**config.mk**
```make
export PLATFORM = sky130hd
export DESIGN_NAME = zmc_sync_flat
export DESIGN_NICKNAME = d
export VERILOG_FILES = /design/src/rtl/zmc_sync_if.sv /design/src/rtl/zmc_sync.sv /design/src/flat_wrapper.sv
export SDC_FILE = /design/constraint.sdc
export NUM_CORES = 1
export LEC_CHECK = 0
export BUFFER_PORTS_ARGS = -buffer_cell sky130_fd_sc_hd__buf_4
export CAP_MARGIN = 10
export CORE_MARGIN = 5
export CORE_UTILIZATION = 34
export DETAILED_ROUTE_END_ITERATION = 10
export PLACE_DENSITY = 0.51
export SKIP_CTS_REPAIR_TIMING = 1
export SLEW_MARGIN = 10
export SYNTH_ARGS = -nofsm -noshare
export SYNTH_HDL_FRONTEND = slang
export SYNTH_SLANG_ARGS = --single-unit
```
**constraint.sdc**
```tcl
create_clock -name CLK -period 2.8 [get_ports CLK]
set_input_delay 0.7 -clock CLK [delete_from_list [all_inputs] [get_ports CLK]]
set_output_delay 0.7 -clock CLK [all_outputs]
set_load 0.005 [all_outputs]
```
**src/rtl/zmc_sync_if.sv**
```systemverilog
// Z80 bank-select / ROM fetch bus for zmc_sync.
//   SDRD0   : async bank-write strobe (rising edge commits)
//   SDA_L   : Z80 A[1:0], bank register select
//   SDA_U   : Z80 A[15:8], bank data on write, window address on fetch
//   MA      : registered ROM address bits [ROM_AW-1:11]
//   BANK_WR : one-cycle pulse after a bank register update
//   WR_OVF  : sticky, a written bank value exceeded the ROM size
interface zmc_sync_if #(
    parameter int unsigned ROM_AW = 22
);
    localparam int unsigned MA_W = ROM_AW - 11;

    logic            SDRD0;
    logic [1:0]      SDA_L;
    logic [7:0]      SDA_U;
    logic [MA_W-1:0] MA;
    logic            BANK_WR;
    logic            WR_OVF;

    modport master (output SDRD0, SDA_L, SDA_U, input MA, BANK_WR, WR_OVF);
    modport slave  (input SDRD0, SDA_L, SDA_U, output MA, BANK_WR, WR_OVF);
endinterface

```
**src/rtl/zmc_sync.sv**
```systemverilog
// Z80 M1 ROM bank mapper with SDRD0 synchronizer.
//   CLK   : system clock, rising edge
//   RESET : synchronous, active-high
//   bus   : zmc_sync_if.slave (SDRD0/SDA_L/SDA_U in, MA/BANK_WR/WR_OVF out)
// Four bank registers map the 8000-FFFF windows; 0000-7FFF passes through.
module zmc_sync #(
    parameter int unsigned BANK_W      = 8,
    parameter int unsigned ROM_AW      = 22,
    parameter int unsigned SYNC_STAGES = 2
) (
    input  logic       CLK,
    input  logic       RESET,
    zmc_sync_if.slave  bus
);
    localparam int unsigned MA_W  = ROM_AW - 11;
    localparam int unsigned EXT_W = BANK_W + 3;

    logic [SYNC_STAGES-1:0] sync_q, sync_d;
    logic                   hist_q, hist_d;
    logic [3:0][BANK_W-1:0] bank_q, bank_d;
    logic [MA_W-1:0]        ma_q, ma_d;
    logic                   bank_wr_q, bank_wr_d;
    logic                   wr_ovf_q, wr_ovf_d;

    logic              wr_ev;
    logic [BANK_W-1:0] wr_data;
    logic [EXT_W-1:0]  ovf_ext;

    // Synchronizer shift plus one history flop for rising-edge detect.
    always_comb begin
        sync_d = {sync_q[SYNC_STAGES-2:0], bus.SDRD0};
        hist_d = sync_q[SYNC_STAGES-1];
        wr_ev  = sync_q[SYNC_STAGES-1] & ~hist_q;
    end

    // Bank write and overflow: value shifted by its window's shift must fit MA_W.
    always_comb begin
        wr_data = BANK_W'(bus.SDA_U);
        ovf_ext = EXT_W'(wr_data) << bus.SDA_L;
        bank_d  = bank_q;
        if (wr_ev) begin
            bank_d[bus.SDA_L] = wr_data;
        end
        bank_wr_d = wr_ev;
        wr_ovf_d  = wr_ovf_q | (wr_ev & ((ovf_ext >> MA_W) != '0));
    end

    // Window decode uses the pre-write bank value; truncation wraps modulo ROM size.
    always_comb begin
        ma_d = '0;
        if (!bus.SDA_U[7]) begin
            ma_d = MA_W'(bus.SDA_U[7:3]);
        end else if (!bus.SDA_U[6]) begin
            ma_d = MA_W'({bank_q[3], bus.SDA_U[5:3]});
        end else if (!bus.SDA_U[5]) begin
            ma_d = MA_W'({bank_q[2], bus.SDA_U[4:3]});
        end else if (!bus.SDA_U[4]) begin
            ma_d = MA_W'({bank_q[1], bus.SDA_U[3]});
        end else begin
            ma_d = MA_W'(bank_q[0]);
        end
    end

    // Reset loads the synchronizer high so a held strobe cannot fake an edge.
    always_ff @(posedge CLK) begin
        if (RESET) begin
            sync_q    <= '1;
            hist_q    <= 1'b1;
            bank_q[0] <= BANK_W'(8'h1E);
            bank_q[1] <= BANK_W'(8'h0E);
            bank_q[2] <= BANK_W'(8'h06);
            bank_q[3] <= BANK_W'(8'h02);
            ma_q      <= '0;
            bank_wr_q <= 1'b0;
            wr_ovf_q  <= 1'b0;
        end else begin
            sync_q    <= sync_d;
            hist_q    <= hist_d;
            bank_q    <= bank_d;
            ma_q      <= ma_d;
            bank_wr_q <= bank_wr_d;
            wr_ovf_q  <= wr_ovf_d;
        end
    end

    assign bus.MA      = ma_q;
    assign bus.BANK_WR = bank_wr_q;
    assign bus.WR_OVF  = wr_ovf_q;
endmodule

```
**src/flat_wrapper.sv**
```systemverilog
// flat-port wrapper written by rule: the top's interface ports become plain ports
module zmc_sync_flat 
#(
    parameter int unsigned BANK_W      = 8,
    parameter int unsigned ROM_AW      = 22,
    parameter int unsigned SYNC_STAGES = 2
)
  (CLK, RESET, bus_SDRD0, bus_SDA_L, bus_SDA_U, bus_MA, bus_BANK_WR, bus_WR_OVF);
  zmc_sync_if #(.ROM_AW(ROM_AW)) bus_i ();
  input  logic CLK;
  input  logic RESET;
  input wire logic [$bits(bus_i.SDRD0)-1:0] bus_SDRD0;
  input wire logic [$bits(bus_i.SDA_L)-1:0] bus_SDA_L;
  input wire logic [$bits(bus_i.SDA_U)-1:0] bus_SDA_U;
  output wire logic [$bits(bus_i.MA)-1:0] bus_MA;
  output wire logic [$bits(bus_i.BANK_WR)-1:0] bus_BANK_WR;
  output wire logic [$bits(bus_i.WR_OVF)-1:0] bus_WR_OVF;
  assign bus_i.SDRD0 = bus_SDRD0;
  assign bus_i.SDA_L = bus_SDA_L;
  assign bus_i.SDA_U = bus_SDA_U;
  assign bus_MA = bus_i.MA;
  assign bus_BANK_WR = bus_i.BANK_WR;
  assign bus_WR_OVF = bus_i.WR_OVF;
  zmc_sync #(.BANK_W(BANK_W), .ROM_AW(ROM_AW), .SYNC_STAGES(SYNC_STAGES)) u_core (.CLK(CLK), .RESET(RESET), .bus(bus_i));
endmodule
```
==> qor.txt <==
Yosys top cell area share: 50.8%
drt drc: 0
core area: 5200 sq um
vias after detailed routing: 1,377
syn_area_per_cell: 9.55 sq um
Fin Setup TNS: 0 ps
leakage: 0.793 nW
Async SR Flop Fraction: 0%
Netlist cell types: 31
Chip Height: 83.8 microns
cell area after synthesis: 1850 sq um
antenna violations before repair: 0
die area: 7030 sq um
fill count: 551
Final Cycle Share: 59.0%
Area after DPL: 2010 sq um
post-synthesis sequential area ratio: 50.8%
std cell rows: 26
pins over their slew limit: 0
Finished Layout Cells: 279
final global-route overflow total: 0
Clock Pin Slew Worst Setup and Hold Paths: 90 ps
CTS tree: yes
Hold Crit Class: flop to flop
most instantiated cells after synthesis: dfxtp_1 (47), a21oi_1 (26), mux2i_1 (22)
RSZ-0062 raised after global routing: false
Max-slew headroom: 50.6%
WP data required: 2980 ps
Horiz. Die Dim: 83.8 microns
maximum clock rate: 605 MHz
syn_nets: 207
io pins: 26
ys flop type: dfxtp_1
DR WL/cell: 14.8 microns
port bufs: 24
Synth area leader: dfxtp_1
Peak VDD IR: 0.295 mV
clock period minus worst slack: 1650 ps
Detail Placement HPWL: 2740 microns
Worst Setup Path Type: input pin to flop
# clock sinks: 47
Syn-to-layout area delta: 14.7%
Crit Path Max Fanout: 12
Yosys warning count: 0
first-pass iteration count of the detailed router: 4
WL final: 4130 microns
synthesis-stage register bit count: 47
Vias/cell: 4.94
DP Cell Count: 271
routability congestion estimate: 0.731
vias in the first global route: 1,389
Setup Viol. Count Final: 0
Inserted Clock Buffers: 5
Worst Tran Pin Value: 738 ps
Power Density: 592 nW/um^2
main area contributors after synthesis: dfxtp_1 (51%), mux2i_1 (12%), a21oi_1 (7.0%)
CP Data Arrival Time: 1830 ps
Multi-input gate area: 801 sq um
DR iter-0 viols: 76
share of post-route cells with drive strength above 1: 18.7%
Startpoint Class: input pin
clock buffer depth: 2
crit end category: flop
first-pass GRT wire length: 6880 microns
diode count: 0
root buffer cell: clkbuf_8
NumNets Final: 221
Starting Density: 35.6%
latest clock arrival within the worst-skew pair: 300 ps
status: completed
H-tree levels: 2
largest net degree at the start of global routing: 46
ANT nets after route: 0
MaxCap Viol Count: 0
final instance area: 2130 sq um
Reg area: 941 sq um
cell count after synthesis: 194
EDFF count, synth: 0
most common cell in the netlist: dfxtp_1
Hold Fails Final Rpt: 0
gr usage total: 12.1%
Worst Skew: 11.4 ps
[where the power goes]
part           total (mW)  switching, mW  internal, mW
registers           0.683        0.00487         0.678
logic              0.0819         0.0478        0.0341
clock network       0.493          0.227         0.266
total                1.26          0.279         0.978
[cells in the final DEF, fill, tap and decap left out, types with 2 or more instances in the layout]
cell      instances
nand2_1          15
and4bb_2          2
mux2i_1          22
clkbuf_8          5
nor3_1           10
nand2b_1          6
or2_2             3
a21oi_1          26
a21o_1            4
buf_4            24
a211oi_1          2
nor2_1           21
nor3b_1           2
dfxtp_1          47
o21ai_0           4
[layout make-up]
cell class / instances / share of cell area (%)
Sequential cell: 47 / 44.3
Multi-Input combinational cell: 129 / 37.7
Timing Repair Buffer: 24 / 8.48
Tap cell: 70 / 4.12
Clock buffer: 5 / 3.24
Clock inverter: 3 / 2.06
Inverter: 1 / 0.177
[routing by layer]
metal | up-vias | track usage, % | routed length, microns
met1 | 656 | 14.9 | 1950
met3 | 4 | 3.46 | 142
met5 | - | 0 | 0
met4 | 0 | 3.07 | 31
met2 | 25 | 20.8 | 2010
li1 | 692 | - | -
[stage by stage]
step                      power [mW]  hold slack (ps)  utilization, %  worst slack [ps]
after floorplan                0.750              389               -              1250
after global placement         0.780              399            38.7               854
after detailed placement       0.781              404            38.7               826
after CTS                       1.28              427            40.8              1150
after global routing            1.32              448            40.8              1040
final                           1.26              420            40.8              1150
[kinds of logic after synthesis]
family / after synthesis / synth area share, %
compound gates: 39 / 11.9
mux: 22 / 11.9
flops: 47 / 50.8
buf+inv: 18 / 6.01
simple gates: 67 / 19.2
other cells: 1 / 0.202
[state kept, by name, summed over array words and instances, names as in the netlist]
register            cells
u_core.hist_q           1
u_core.bus.MA          11
u_core.bank_q          32
u_core.sync_q           2
u_core.bus.BANK_WR      1
[path summary, 6_finish.rpt]
path	startpoint	end	slack (ps)	cells past startpoint
setup reg to reg	u_core.sync_q[1]$_SDFF_PP1_	u_core.bank_q[0]$_SDFFE_PP0P_	1270	3
setup / recovery	bus_SDA_L[1]	u_core.bank_q[0]$_SDFFE_PP0P_	1150	4
hold / removal	u_core.sync_q[0]$_SDFF_PP1_	u_core.sync_q[1]$_SDFF_PP1_	420	1
hold reg to reg	u_core.sync_q[0]$_SDFF_PP1_	u_core.sync_q[1]$_SDFF_PP1_	420	1
[critical path, cell delays in order]
cell     delay (ps)
buf_4           130
nor4b_4         670
mux2i_1         260
nor2_1           50
No activity file was read; power rests on OpenSTA's default activity.
